===== config.mk =====
export PLATFORM = sky130hd
export DESIGN_NAME = hex_dump
export DESIGN_NICKNAME = d
export VERILOG_FILES = /design/src/rtl/uart_pkg.sv /design/src/rtl/uart_putc.sv /design/src/rtl/hex_dump.sv
export SDC_FILE = /design/constraint.sdc
export NUM_CORES = 1
export LEC_CHECK = 0
export ABC_AREA = 0
export ABC_CLOCK_PERIOD_IN_PS = 5200
export CAP_MARGIN = 20
export CORE_ASPECT_RATIO = 0.6
export CORE_MARGIN = 5
export CORE_UTILIZATION = 35
export CTS_CLUSTER_DIAMETER = 120
export DETAILED_ROUTE_END_ITERATION = 12
export PLACE_DENSITY_LB_ADDON = 0.12
export SETUP_SLACK_MARGIN = 0.5
export SYNTH_ARGS = -nofsm -noshare
export SYNTH_HDL_FRONTEND = slang
export SYNTH_SLANG_ARGS = --single-unit

===== constraint.sdc =====
create_clock -name i_clk -period 5.2 [get_ports i_clk]
set_input_delay 0.52 -clock i_clk [delete_from_list [all_inputs] [get_ports i_clk]]
set_output_delay 0.52 -clock i_clk [all_outputs]
set_load 0.02 [all_outputs]

===== src/rtl/uart_pkg.sv =====
// UART register map, ASCII constants and nibble-to-hex helper shared by the
// flash dump path and the command-echo logic.
package uart_pkg;

    localparam logic [3:0] TX_RDY = 4'h0;
    localparam logic [3:0] TX_DAT = 4'h1;
    localparam logic [3:0] RX_RDY = 4'h2;
    localparam logic [3:0] RX_DAT = 4'h3;

    localparam logic [7:0] ASCII_CR    = 8'h0D;
    localparam logic [7:0] ASCII_LF    = 8'h0A;
    localparam logic [7:0] ASCII_SP    = 8'h20;
    localparam logic [7:0] ASCII_COLON = 8'h3A;

    typedef enum logic [2:0] {
        P_IDLE,
        P_POLL,
        P_GAP,
        P_CHK,
        P_SEND,
        P_GAP2
    } putc_state_e;

    // Uppercase ASCII: 0x30..0x39 for 0..9, 0x41..0x46 for A..F.
    function automatic logic [7:0] hex_char(input logic [3:0] nib);
        return (nib < 4'd10) ? (8'h30 + {4'h0, nib}) : (8'h37 + {4'h0, nib});
    endfunction

endpackage


===== src/rtl/uart_putc.sv =====
// One-character UART transmit: poll TX_RDY until nonzero, then write TX_DAT.
// A new character may be accepted in the idle state or in the final gap cycle.
module uart_putc
    import uart_pkg::*;
(
    input  logic       i_clk,
    input  logic       i_rst,
    input  logic       i_go,
    input  logic [7:0] i_char,
    output logic       o_done,
    output logic       o_uart_en,
    output logic       o_uart_wr,
    output logic [3:0] o_uart_addr,
    output logic [7:0] o_uart_wdata,
    input  logic [7:0] i_uart_rdata
);

    putc_state_e state_q, state_d;
    logic [7:0]  char_q, char_d;
    logic        en_q, en_d;
    logic        wr_q, wr_d;
    logic [3:0]  addr_q, addr_d;
    logic [7:0]  wdata_q, wdata_d;

    always_ff @(posedge i_clk) begin
        if (i_rst) begin
            state_q <= P_IDLE;
            char_q  <= 8'h00;
            en_q    <= 1'b0;
            wr_q    <= 1'b0;
            addr_q  <= 4'h0;
            wdata_q <= 8'h00;
        end else begin
            state_q <= state_d;
            char_q  <= char_d;
            en_q    <= en_d;
            wr_q    <= wr_d;
            addr_q  <= addr_d;
            wdata_q <= wdata_d;
        end
    end

    always_comb begin
        state_d = state_q;
        char_d  = char_q;
        case (state_q)
            P_IDLE: begin
                if (i_go) begin
                    state_d = P_POLL;
                    char_d  = i_char;
                end
            end
            P_POLL: state_d = P_GAP;
            P_GAP:  state_d = P_CHK;
            P_CHK:  state_d = (i_uart_rdata != 8'h00) ? P_SEND : P_POLL;
            P_SEND: state_d = P_GAP2;
            P_GAP2: begin
                if (i_go) begin
                    state_d = P_POLL;
                    char_d  = i_char;
                end else begin
                    state_d = P_IDLE;
                end
            end
            default: state_d = P_IDLE;
        endcase

        // Bus outputs are registered from the next state so each access is one clean cycle.
        en_d    = (state_d == P_POLL) || (state_d == P_SEND);
        wr_d    = (state_d == P_SEND);
        addr_d  = wr_d ? TX_DAT : TX_RDY;
        wdata_d = wr_d ? char_d : 8'h00;
    end

    assign o_done       = (state_q == P_GAP2);
    assign o_uart_en    = en_q;
    assign o_uart_wr    = wr_q;
    assign o_uart_addr  = addr_q;
    assign o_uart_wdata = wdata_q;

endmodule


===== src/rtl/hex_dump.sv =====
// Byte stream to address-prefixed hex lines ("0100: DE AD BE EF" CR LF),
// written character by character to the UART through uart_putc.
module hex_dump
    import uart_pkg::*;
#(
    parameter int BYTES_PER_LINE = 16,
    parameter int ADDR_W         = 16
) (
    input  logic              i_clk,
    input  logic              i_rst,
    input  logic              i_start,
    input  logic [ADDR_W-1:0] i_base,
    input  logic              i_valid,
    input  logic [7:0]        i_data,
    input  logic              i_last,
    output logic              o_ready,
    output logic              o_busy,
    output logic              o_uart_en,
    output logic              o_uart_wr,
    output logic [3:0]        o_uart_addr,
    output logic [7:0]        o_uart_wdata,
    input  logic [7:0]        i_uart_rdata
);

    typedef enum logic [1:0] {S_IDLE, S_WAIT, S_EMIT, S_DONE} state_e;

    localparam int ND    = ADDR_W / 4;
    localparam int SW    = $clog2(ND + 7);
    localparam int COL_W = 5;

    // Character steps: address digits 0..ND-1, then fixed punctuation/data slots.
    localparam logic [SW-1:0] ST_COLON = SW'(ND);
    localparam logic [SW-1:0] ST_SPACE = SW'(ND + 1);
    localparam logic [SW-1:0] ST_HI    = SW'(ND + 2);
    localparam logic [SW-1:0] ST_LO    = SW'(ND + 3);
    localparam logic [SW-1:0] ST_CR    = SW'(ND + 4);
    localparam logic [SW-1:0] ST_LF    = SW'(ND + 5);
    localparam logic [SW-1:0] ST_END   = SW'(ND + 6);
    localparam logic [COL_W-1:0] COL_LAST = COL_W'(BYTES_PER_LINE - 1);

    state_e            state_q, state_d;
    logic [ADDR_W-1:0] addr_q, addr_d;
    logic [COL_W-1:0]  col_q, col_d;
    logic [7:0]        byte_q, byte_d;
    logic              last_q, last_d;
    logic [SW-1:0]     step_q, step_d;
    logic              infl_q, infl_d;
    logic              ready_q, ready_d;
    logic              busy_q, busy_d;

    logic       go;
    logic [7:0] ch;
    logic       nl;
    logic       avail;
    logic       putc_done;

    always_ff @(posedge i_clk) begin
        if (i_rst) begin
            state_q <= S_IDLE;
            addr_q  <= '0;
            col_q   <= '0;
            byte_q  <= 8'h00;
            last_q  <= 1'b0;
            step_q  <= '0;
            infl_q  <= 1'b0;
            ready_q <= 1'b0;
            busy_q  <= 1'b0;
        end else begin
            state_q <= state_d;
            addr_q  <= addr_d;
            col_q   <= col_d;
            byte_q  <= byte_d;
            last_q  <= last_d;
            step_q  <= step_d;
            infl_q  <= infl_d;
            ready_q <= ready_d;
            busy_q  <= busy_d;
        end
    end

    always_comb begin
        state_d = state_q;
        addr_d  = addr_q;
        col_d   = col_q;
        byte_d  = byte_q;
        last_d  = last_q;
        step_d  = step_q;
        busy_d  = busy_q;
        go      = 1'b0;
        nl      = (col_q == COL_LAST) || last_q;
        // putc can take a character when nothing is in flight or it is finishing one.
        avail   = !infl_q || putc_done;

        case (state_q)
            S_IDLE: begin
                if (i_start) begin
                    addr_d  = i_base;
                    col_d   = '0;
                    busy_d  = 1'b1;
                    state_d = S_WAIT;
                end
            end
            S_WAIT: begin
                if (i_valid && ready_q) begin
                    byte_d  = i_data;
                    last_d  = i_last;
                    step_d  = (col_q == '0) ? '0 : ST_SPACE;
                    state_d = S_EMIT;
                end
            end
            S_EMIT: begin
                if (avail) begin
                    if (step_q == ST_END) begin
                        addr_d  = addr_q + ADDR_W'(1);
                        col_d   = nl ? '0 : col_q + COL_W'(1);
                        state_d = last_q ? S_DONE : S_WAIT;
                    end else begin
                        go = 1'b1;
                        if (step_q == ST_LO)      step_d = nl ? ST_CR : ST_END;
                        else if (step_q == ST_LF) step_d = ST_END;
                        else                      step_d = step_q + SW'(1);
                    end
                end
            end
            S_DONE: begin
                busy_d  = 1'b0;
                state_d = S_IDLE;
            end
            default: state_d = S_IDLE;
        endcase

        ready_d = (state_d == S_WAIT);
        infl_d  = go ? 1'b1 : (putc_done ? 1'b0 : infl_q);
    end

    always_comb begin
        ch = 8'h00;
        for (int i = 0; i < ND; i++) begin
            if (step_q == SW'(i)) ch = hex_char(addr_q[4*(ND-1-i) +: 4]);
        end
        if (step_q == ST_COLON) ch = ASCII_COLON;
        if (step_q == ST_SPACE) ch = ASCII_SP;
        if (step_q == ST_HI)    ch = hex_char(byte_q[7:4]);
        if (step_q == ST_LO)    ch = hex_char(byte_q[3:0]);
        if (step_q == ST_CR)    ch = ASCII_CR;
        if (step_q == ST_LF)    ch = ASCII_LF;
    end

    uart_putc u_putc (
        .i_clk        (i_clk),
        .i_rst        (i_rst),
        .i_go         (go),
        .i_char       (ch),
        .o_done       (putc_done),
        .o_uart_en    (o_uart_en),
        .o_uart_wr    (o_uart_wr),
        .o_uart_addr  (o_uart_addr),
        .o_uart_wdata (o_uart_wdata),
        .i_uart_rdata (i_uart_rdata)
    );

    assign o_ready = ready_q;
    assign o_busy  = busy_q;

endmodule


Yosys cells after proc, flatten, opt, wreduce, memory -nomap -nowiden

Index checks and enable logic that the tools add are counted.

Register bits after elaboration: 64
Input port bits: 37
Output and inout bits: 16
Word-level logic and storage cells: 137

Add/subtract/negate cells: 15
Magnitude comparators: 6
Eq/ne operators: 27
Mux-type cells: 53
Bitwise gates (word level): 1
Reduce and logical (&&, ||, !) cells: 20

Operators with widths:

| kind                                                             | number |
|---|---|
| 8-bit 2-to-1 mux                                                 | 11 |
| 6-bit by 4-bit adder with 7-bit output (first input constant)    | 12 |
| 7-bit 2-to-1 mux                                                 | 7 |
| 16-bit 2-to-1 mux                                                | 3 |
| 16-bit one-hot mux with 2 select lines                           | 1 |
| 4-bit < comparator (second input constant)                       | 6 |
| 4-bit 2-to-1 mux                                                 | 5 |
| 5-bit 2-to-1 mux                                                 | 4 |
| 3-bit one-hot mux with 6 select lines                            | 1 |
| 16-bit by 1-bit adder with 16-bit output (second input constant) | 1 |
| 4-bit by 3-bit == test with 1-bit output (second input constant) | 4 |
| 4-bit == test (second input constant)                            | 3 |
| 2-bit 2-to-1 mux                                                 | 6 |
| 2-bit inequality test (second input constant)                    | 5 |
| 5-bit one-hot mux with 2 select lines                            | 1 |
| 3-bit == test (second input constant)                            | 3 |
| 3-bit 2-to-1 mux                                                 | 3 |
| 4-bit by 2-bit == test with 1-bit output (second input constant) | 2 |
| 1-bit 2-to-1 mux                                                 | 8 |
| 2-bit one-hot mux with 4 select lines                            | 1 |
| 4-bit one-hot mux with 2 select lines                            | 1 |
| 4-bit AND reduction                                              | 2 |
| 2-bit nonzero test                                               | 4 |
| 8-bit nonzero test                                               | 1 |
| 19 further kinds                                                 | 27 |

Longest topological paths before layout

Gate-level depths: netlist (run 1).

Word-level depth: 14
Depth in mapped cells: 10
Depth with buffers taken out: 8

Cells and area by module

A second synthesis (run 1) with hierarchy kept.

Cells, all modules: 530
Area total of the unflattened synthesis: 3962.6 um^2

By module, submodules not included:

| module    | instances | cells each | area each (um^2) | sequential area each (um^2) |
|---|---|---|---|---|
| hex_dump  | 1         | 439        | 3119.2           | 780.7 |
| uart_putc | 1         | 91         | 843.3            | 420.4 |

Worst setup path before layout (run 1)

No wires, ideal clock.

Path kind: register -> register
From: register step_q[0]
To: register u_putc.char_q[1]
Setup time: 0.112 ns
Arrival time: 1.856 ns
Data required time: 5.088 ns
Path slack: 3.232 ns
Stages on the path, launching flop included: 8
Buffers on the path: 1
Period minus slack after synthesis: 1.968 ns
Cell sequence: dfxtp_1 inv_1 ha_1 buf_2 or3_1 o31ai_1 a21oi_1 a2111oi_1

Longest elaborated chain between the ends: 13
Elaborated cells on any way between the ends: 26
Classes of those cells: eq/ne (10); mux (15); reduce/logical (1)

RTL lines:

| what                          | line                             | text |
|---|---|---|
| start: declaration            | hex_dump.sv:46                   | `logic [SW-1:0] step_q, step_d;` |
| start signal: assignment      | hex_dump.sv:74                   | `step_q <= step_d;` |
| 4-bit logical NOT             | hex_dump.sv:139                  | `if (step_q == SW'(i)) ch = hex_char(addr_q[4*(ND-1-i) +: 4]);` |
| 7-bit 2-to-1 mux              | hex_dump.sv:139                  |  |
| 8-bit 2-to-1 mux (3 in a row) | hex_dump.sv:139                  |  |
| 8-bit 2-to-1 mux              | hex_dump.sv:141                  | `if (step_q == ST_COLON) ch = ASCII_COLON;` |
| 8-bit 2-to-1 mux              | hex_dump.sv:142                  | `if (step_q == ST_SPACE) ch = ASCII_SP;` |
| 8-bit 2-to-1 mux              | hex_dump.sv:143                  | `if (step_q == ST_HI) ch = hex_char(byte_q[7:4]);` |
| 8-bit 2-to-1 mux              | hex_dump.sv:144                  | `if (step_q == ST_LO) ch = hex_char(byte_q[3:0]);` |
| 8-bit 2-to-1 mux              | hex_dump.sv:145                  | `if (step_q == ST_CR) ch = ASCII_CR;` |
| 8-bit 2-to-1 mux              | hex_dump.sv:146                  | `if (step_q == ST_LF) ch = ASCII_LF;` |
| 8-bit 2-to-1 mux *            | uart_putc.sv:48, uart_putc.sv:58 |  |
| 8-bit 2-to-1 mux *            | --                               |  |
| end signal: assignment        | uart_putc.sv:35                  | `char_q <= char_d;` |
| end: declaration              | uart_putc.sv:19                  | `logic [7:0] char_q, char_d;` |

Every way passes the cells marked *; elsewhere a longest branch is shown, timed or not.
A chain may end at the register's enable or synchronous reset.

Worst setup path after layout (run 1)

From: register step_q[0]
To: register u_putc.char_q[3]

Same word-level chain as after synthesis.

==> results.toml, run 1 <==
[synth]
synth.area.top_cells = "dfxtp_1 (31%), nand2_1 (7.7%), a21oi_1 (7.3%)"
synth_cells = 512
ys_ff_latch = 60
yosys_warnings = 0
syn_area_per_cell_sq_um = 7.54
synth-edff-count = 0
ys_types = 73
synth_flop_cell = "dfxtp_1"
syn_area_sq_mm = 0.00386
synth_area_leader_cell = "dfxtp_1"
netlist.area_leader.share = 0.311
yosysSeqAreaShare = 0.311
synth-async-reset-ratio = 0

[setup_path]
reg2reg_slack_ns = 2.70
cpLargestDelayFamily = "simple AND/OR/NAND/NOR gates"
cp_slowest_cell = "nor3b_1"
critPathKind = "reg -> reg"
reg2regPathDepth = 6
cpPeakStageDelay_ns = 0.70
path_cells = "ha_1 -> nor3b_1 -> nor2_1 -> a22oi_1 -> a32o_1 -> a211oi_1"
worstPathArrival_ns = 2.67
reg2reg_to = "u_putc.char_q[3]"
start_kind = "flop"
reg2reg_from = "step_q[0]"
required_ns = 5.37
cp-startpoint = "step_q[0]"
worstPathMaxFanout = 15
path_buf_inv = 0
cp-end-kind = "flop"

[run]
max_cap_viol_count = 0

[final_layout]
n_antenna_cell = 0
drive_gt1_frac = 0.0480
layout.cells.non_filler = 681
filler_cell_count = 1060
syn_to_final_growth_pct = 19.9
finalNetCount = 591

[global_route]
grt-ovfl-total = 0
grt_pass1_vias = 3620
grt_max_degree = 49
track_usage = 0.166
antenna_found_initial = 0
grt_pass1_wl_um = 18200

[placed_design]
place.detailed.hpwl_um = 7910
dp.cells = 665
post-place-ws_ns = 2.75
portBuffers = 49
place.gp.congestion = 0.892

[drt]
wl_per_cell_um = 16.0
vias_per_cell = 5.48
drc = 0
dr.pass1.iters = 5
drtIter0Drc = 279
finalWirelength_um = 10900
num_vias = 3731
drt.antenna.violating_nets = 0

[power_and_ir_drop]
power.share.switching = 0.259
power_switching_mw = 0.316
power_frac_comb = 0.120
p_int_mw = 0.905
power_density_mw_per_mm2 = 264
vdd_ir_drop_max_uv = 149
p_leak_nw = 1.64
seq_power_share = 0.410
power_frac_clock = 0.471

[hold_path]
whs_endpoint = "u_putc.o_uart_wdata[5]"
min-delay-start = "u_putc.char_q[5]"
hold-path-cell-count = 2
hp-class = "reg -> reg"

[clock_network]
clockBufferDepth = 2
numCtsBuffers = 9
postCtsHoldBufs = 0
cts_num_sinks = 60
cts_resized = 0
path_clk_slew_ns = 0.05
cts_root_buf = "clkbuf_16"
htreeDepth = 3
cts_setup_buffers = 0
cts_tree = "done"
clk_latency_ns = 0.34

[sta]
max-slew-margin-rel = 0.327
skew_ns = 0.00756
grt_setup_unrepaired = "false"
tightest_slew_ns = 1.01
setup_viol = 0
drv_slew = 0
hold_violations = 0
fin_setup_tns_ns = 0
fin_crit_ns = 2.50
max_freq_mhz = 400
finalCritPeriodShare = 0.481
worst_slack_ns = 2.70

[floorplanning]
ios = 53
dieArea_sq_mm = 0.0133
placeableCoreArea_sq_mm = 0.0107
initial_utilization = 0.362
die_y_um = 91.3
fp-row-count = 29
die_x_um = 146

[status]
status = "finished clean"
## routing by layer
layer,up-vias,part of all wire,GRT usage
met4,0,0.013,0.0497
met3,14,0.063,0.0468
li1,1890,-,-
met1,1731,0.53,0.240
met2,96,0.40,0.238
met5,-,0,0
## tightest hold or removal path, stage by stage (launching register included)
cell and delay, ns:
dfxtp_1 0.29, nand2_1 0.07, nor2_1 0.04
## layout by cell type (no fill, tap or decap), drive strengths merged, types with 13 or more instances in the layout
cell / n
clkbuf: 13
nand3: 16
a21oi: 56
nand2: 80
dfxtp: 60
clkdlybuf4s50: 48
nor2: 34
o21ai: 31
ha: 17
inv: 22
## sequential cells by signal, indices dropped and copies added (netlist names), 2 cells and up
signal / count
addr_q: 16
byte_q: 8
col_q: 5
state_q: 2
step_q: 4
u_putc.char_q: 8
u_putc.o_uart_wdata: 8
u_putc.state_q: 3
## power groups by stage
stage          registers, mW  clock network, mW  logic, mW
2_1_floorplan          0.498                  0      0.102
3_3_place_gp           0.509                  0      0.144
3_5_place_dp           0.510                  0      0.145
4_1_cts                0.500              0.589      0.146
5_1_grt                0.504              0.610      0.163
6_report               0.500              0.575      0.146
## logic make-up after synthesis
kind of cell | count (synthesis) | synth area share
DFF | 60 | 0.311
AOI/OAI and AO/OA | 153 | 0.258
and+or+nand+nor | 210 | 0.277
muxes | 2 | 0.00519
xor gates and xnor gates | 7 | 0.0159
buffers and inverters | 62 | 0.0765
other | 1 | 0.000972
adders and majority gates | 17 | 0.0551
## metrics by stage
stage | utilization | power, mW | area (sq um) | hold WS, ns
2_1_floorplan | - | 0.600 | 3870 | 0.418
3_3_place_gp | 0.406 | 0.653 | 4340 | 0.446
3_5_place_dp | 0.406 | 0.655 | 4340 | 0.446
4_1_cts | 0.434 | 1.24 | 4630 | 0.452
5_1_grt | 0.434 | 1.28 | 4630 | 0.468
6_report | 0.434 | 1.22 | 4630 | 0.457
## worst max-delay path by stage
| stage | endpoint | cells after the start |
|---|---|---|
| detailed placement | col_q[3] | 6 |
| finish | u_putc.char_q[3] | 6 |
| floorplan | u_putc.char_q[1] | 7 |
| CTS | col_q[3] | 8 |
| global route | u_putc.char_q[0] | 6 |
| global placement | col_q[3] | 6 |
## area by class of cell
cell class	count	area [sq um]	share of cell area
multi-input combinational	392	2370	0.512
sequential	60	1200	0.260
timing repair buffer	52	508	0.110
clock buffer	13	270	0.0584
tap	139	174	0.0376
inverter	22	82.6	0.0179
clock inverter	3	20.0	0.00433
## synth_stat cells (4+ instances only)
library cell / number
inv_1: 22
nand2_1: 79
a32o_1: 4
nor3b_1: 4
nor2b_1: 9
ha_1: 17
nor2_1: 34
buf_6: 4
buf_2: 7
xnor2_1: 7
and3_1: 9
or3_1: 5
o31ai_1: 5
nand2b_1: 7
buf_4: 4
a21oi_1: 56
o21ai_0: 30
nand3b_1: 6
a211oi_1: 6
o32ai_1: 4
dfxtp_1: 60
a221oi_1: 4
clkbuf_1: 22
nor3_1: 8
and4b_1: 5
nand3_1: 16
and2_1: 7
(Power assumes the default switching activity.)
==> run 2, diff against run 1 <==
--- a/config.mk
+++ b/config.mk
@@ -6,7 +6,7 @@
 export NUM_CORES = 1
 export LEC_CHECK = 0
 export ABC_AREA = 0
-export ABC_CLOCK_PERIOD_IN_PS = 5200
+export ABC_CLOCK_PERIOD_IN_PS = 2250
 export CAP_MARGIN = 20
 export CORE_ASPECT_RATIO = 0.6
 export CORE_MARGIN = 5
==> constraint.sdc (replaced) <==
create_clock -name i_clk -period 2.25 [get_ports i_clk]
set_input_delay 0.225 -clock i_clk [delete_from_list [all_inputs] [get_ports i_clk]]
set_output_delay 0.225 -clock i_clk [all_outputs]
set_load 0.02 [all_outputs]
==> results.toml, run 2 (synthesis results as in run 1) <==
[status]
status = "finished clean"

[power_and_ir_drop]
vdd_ir_drop_max_uv = 408
p_leak_nw = 2.08
power_density_mw_per_mm2 = 535

[setup_path]
cp-end-kind = "flop"
reg2reg_from = "step_q[0]"
cpPeakStageDelay_ns = 0.38
reg2regPathDepth = 7
critPathKind = "reg -> reg"
path_cells = "buf_12 -> ha_4 -> nor4b_4 -> and3_1 -> o21ai_1 -> a32o_2 -> a211oi_2"
reg2reg_slack_ns = 0.35
cp_slowest_cell = "nor4b_4"
worstPathMaxFanout = 5
required_ns = 2.49
worstPathArrival_ns = 2.14
reg2reg_to = "u_putc.char_q[3]"
start_kind = "flop"

[hold_path]
whs_endpoint = "u_putc.char_q[6]"
min-delay-start = "i_rst"
hp-class = "in -> reg"
hold-path-cell-count = 2

[clock_network]
cts_num_sinks = 60
cts_root_buf = "clkbuf_16"
numCtsBuffers = 9
path_clk_slew_ns = 0.05
htreeDepth = 3
clk_latency_ns = 0.33
clockBufferDepth = 2
cts_tree = "done"

[final_layout]
drive_gt1_frac = 0.309
layout_common_cells = "nand2_1 (73), clkdlybuf4s50_1 (48), dfxtp_1 (44), buf_4 (42), a21oi_1 (39)"
n_antenna_cell = 0
largest_reg_flops = 16
final_area_sq_mm = 0.00571
filler_cell_count = 1020
regMostFlops = "addr_q"
finalNetCount = 652
syn_to_final_growth_pct = 48.1
layout_commonest_cell = "nand2_1"

[drt]
drc = 0
num_vias = 4171
dr.pass1.iters = 5
drt.antenna.violating_nets = 0
finalWirelength_um = 12600
drtIter0Drc = 332
vias_per_cell = 5.63
wl_per_cell_um = 17.1

[sta]
fin_setup_tns_ns = 0
fin_crit_ns = 1.90
tightest_slew_ns = 0.558
max-slew-margin-rel = 0.626
grt_setup_unrepaired = "true"
setup_viol = 0
skew_ns = 0.00635
max_freq_mhz = 526
hold_violations = 0
finalCritPeriodShare = 0.845
drv_slew = 0

[global_route]
grt_pass1_wl_um = 19600
grt_pass1_vias = 3795
grt-ovfl-total = 0
grt_max_degree = 26
antenna_found_initial = 0
track_usage = 0.179

[floorplanning]
dieArea_sq_mm = 0.0133
fp-row-count = 29
die_x_um = 146
die_y_um = 91.3
placeableCoreArea_sq_mm = 0.0107
ios = 53
initial_utilization = 0.362

[placed_design]
placedInstanceArea_sq_mm = 0.00454
place.detailed.hpwl_um = 8380
place.gp.congestion = 0.924
portBuffers = 49

[run]
max_cap_viol_count = 0
-- run 2: cell type report --
cell class / count / area (sq um) / area share
repair buffers: 111 / 1030 / 0.180
flip-flops and latches: 60 / 1230 / 0.216
clock inverters: 1 / 30.0 / 0.00526
multi-input cells: 394 / 2890 / 0.506
well taps: 139 / 174 / 0.0304
inverters: 22 / 85.1 / 0.0149
clock buffers: 14 / 274 / 0.0480
-- run 2: metrics by stage --
step / util / hold WS, ns / power (mW) / setup WS (ns) / cells
2_1_floorplan: - / 0.361 / 1.39 / 0.450 / 514
3_3_place_gp: 0.426 / 0.444 / 1.53 / 0.304 / 685
3_5_place_dp: 0.426 / 0.438 / 1.53 / 0.256 / 685
4_1_cts: 0.492 / 0.108 / 3.01 / 0.341 / 725
5_1_grt: 0.536 / 0.131 / 3.17 / 0.286 / 741
6_report: 0.536 / 0.123 / 3.06 / 0.350 / 741
-- run 2: report_power, final --
part / switching [mW] / internal [mW]
Clock: 0.476 / 0.942
Sequential: 0.0536 / 1.10
Combinational: 0.242 / 0.243
-- run 2: repair_timing --
action | CTS | global route
gates cloned | 5 | 0
endpoints found under the setup margin | 36 | 39
resized for setup | 68 | 82
buffers inserted | 20 | 16
pin swaps | 30 | 24
hold buffers | 0 | 0
-- run 2: per-layer routing --
| layer | up-vias | GRT usage | wire length [um] |
|---|---|---|---|
| met5 | - | 0 | 0 |
| met4 | 0 | 0.0388 | 72 |
| met3 | 8 | 0.0418 | 870 |
| met2 | 158 | 0.254 | 5360 |
| met1 | 1979 | 0.274 | 6330 |
| li1 | 2026 | - | - |
-- run 2: worst max path at each step --
stage / to / depth (start not counted) / startpoint
detailed placement: u_putc.char_q[3] / 7 / step_q[1]
floorplan: u_putc.state_q[0] / 6 / u_putc.state_q[1]
global placement: addr_q[15] / 7 / step_q[0]
global route: u_putc.char_q[4] / 7 / step_q[0]
finish: u_putc.char_q[3] / 7 / step_q[0]
CTS: u_putc.char_q[3] / 7 / step_q[1]
-- run 2: worst max-delay path, delay by kind of cell, from the launching register on --
kind / cells / cell delay (ns)
adder cells (fa/ha/maj): 1 / 0.17
AND/OR/NAND/NOR: 2 / 0.59
flip-flops: 1 / 0.37
AO/OA/AOI/OAI: 3 / 0.56
buffers and inverters: 1 / 0.13
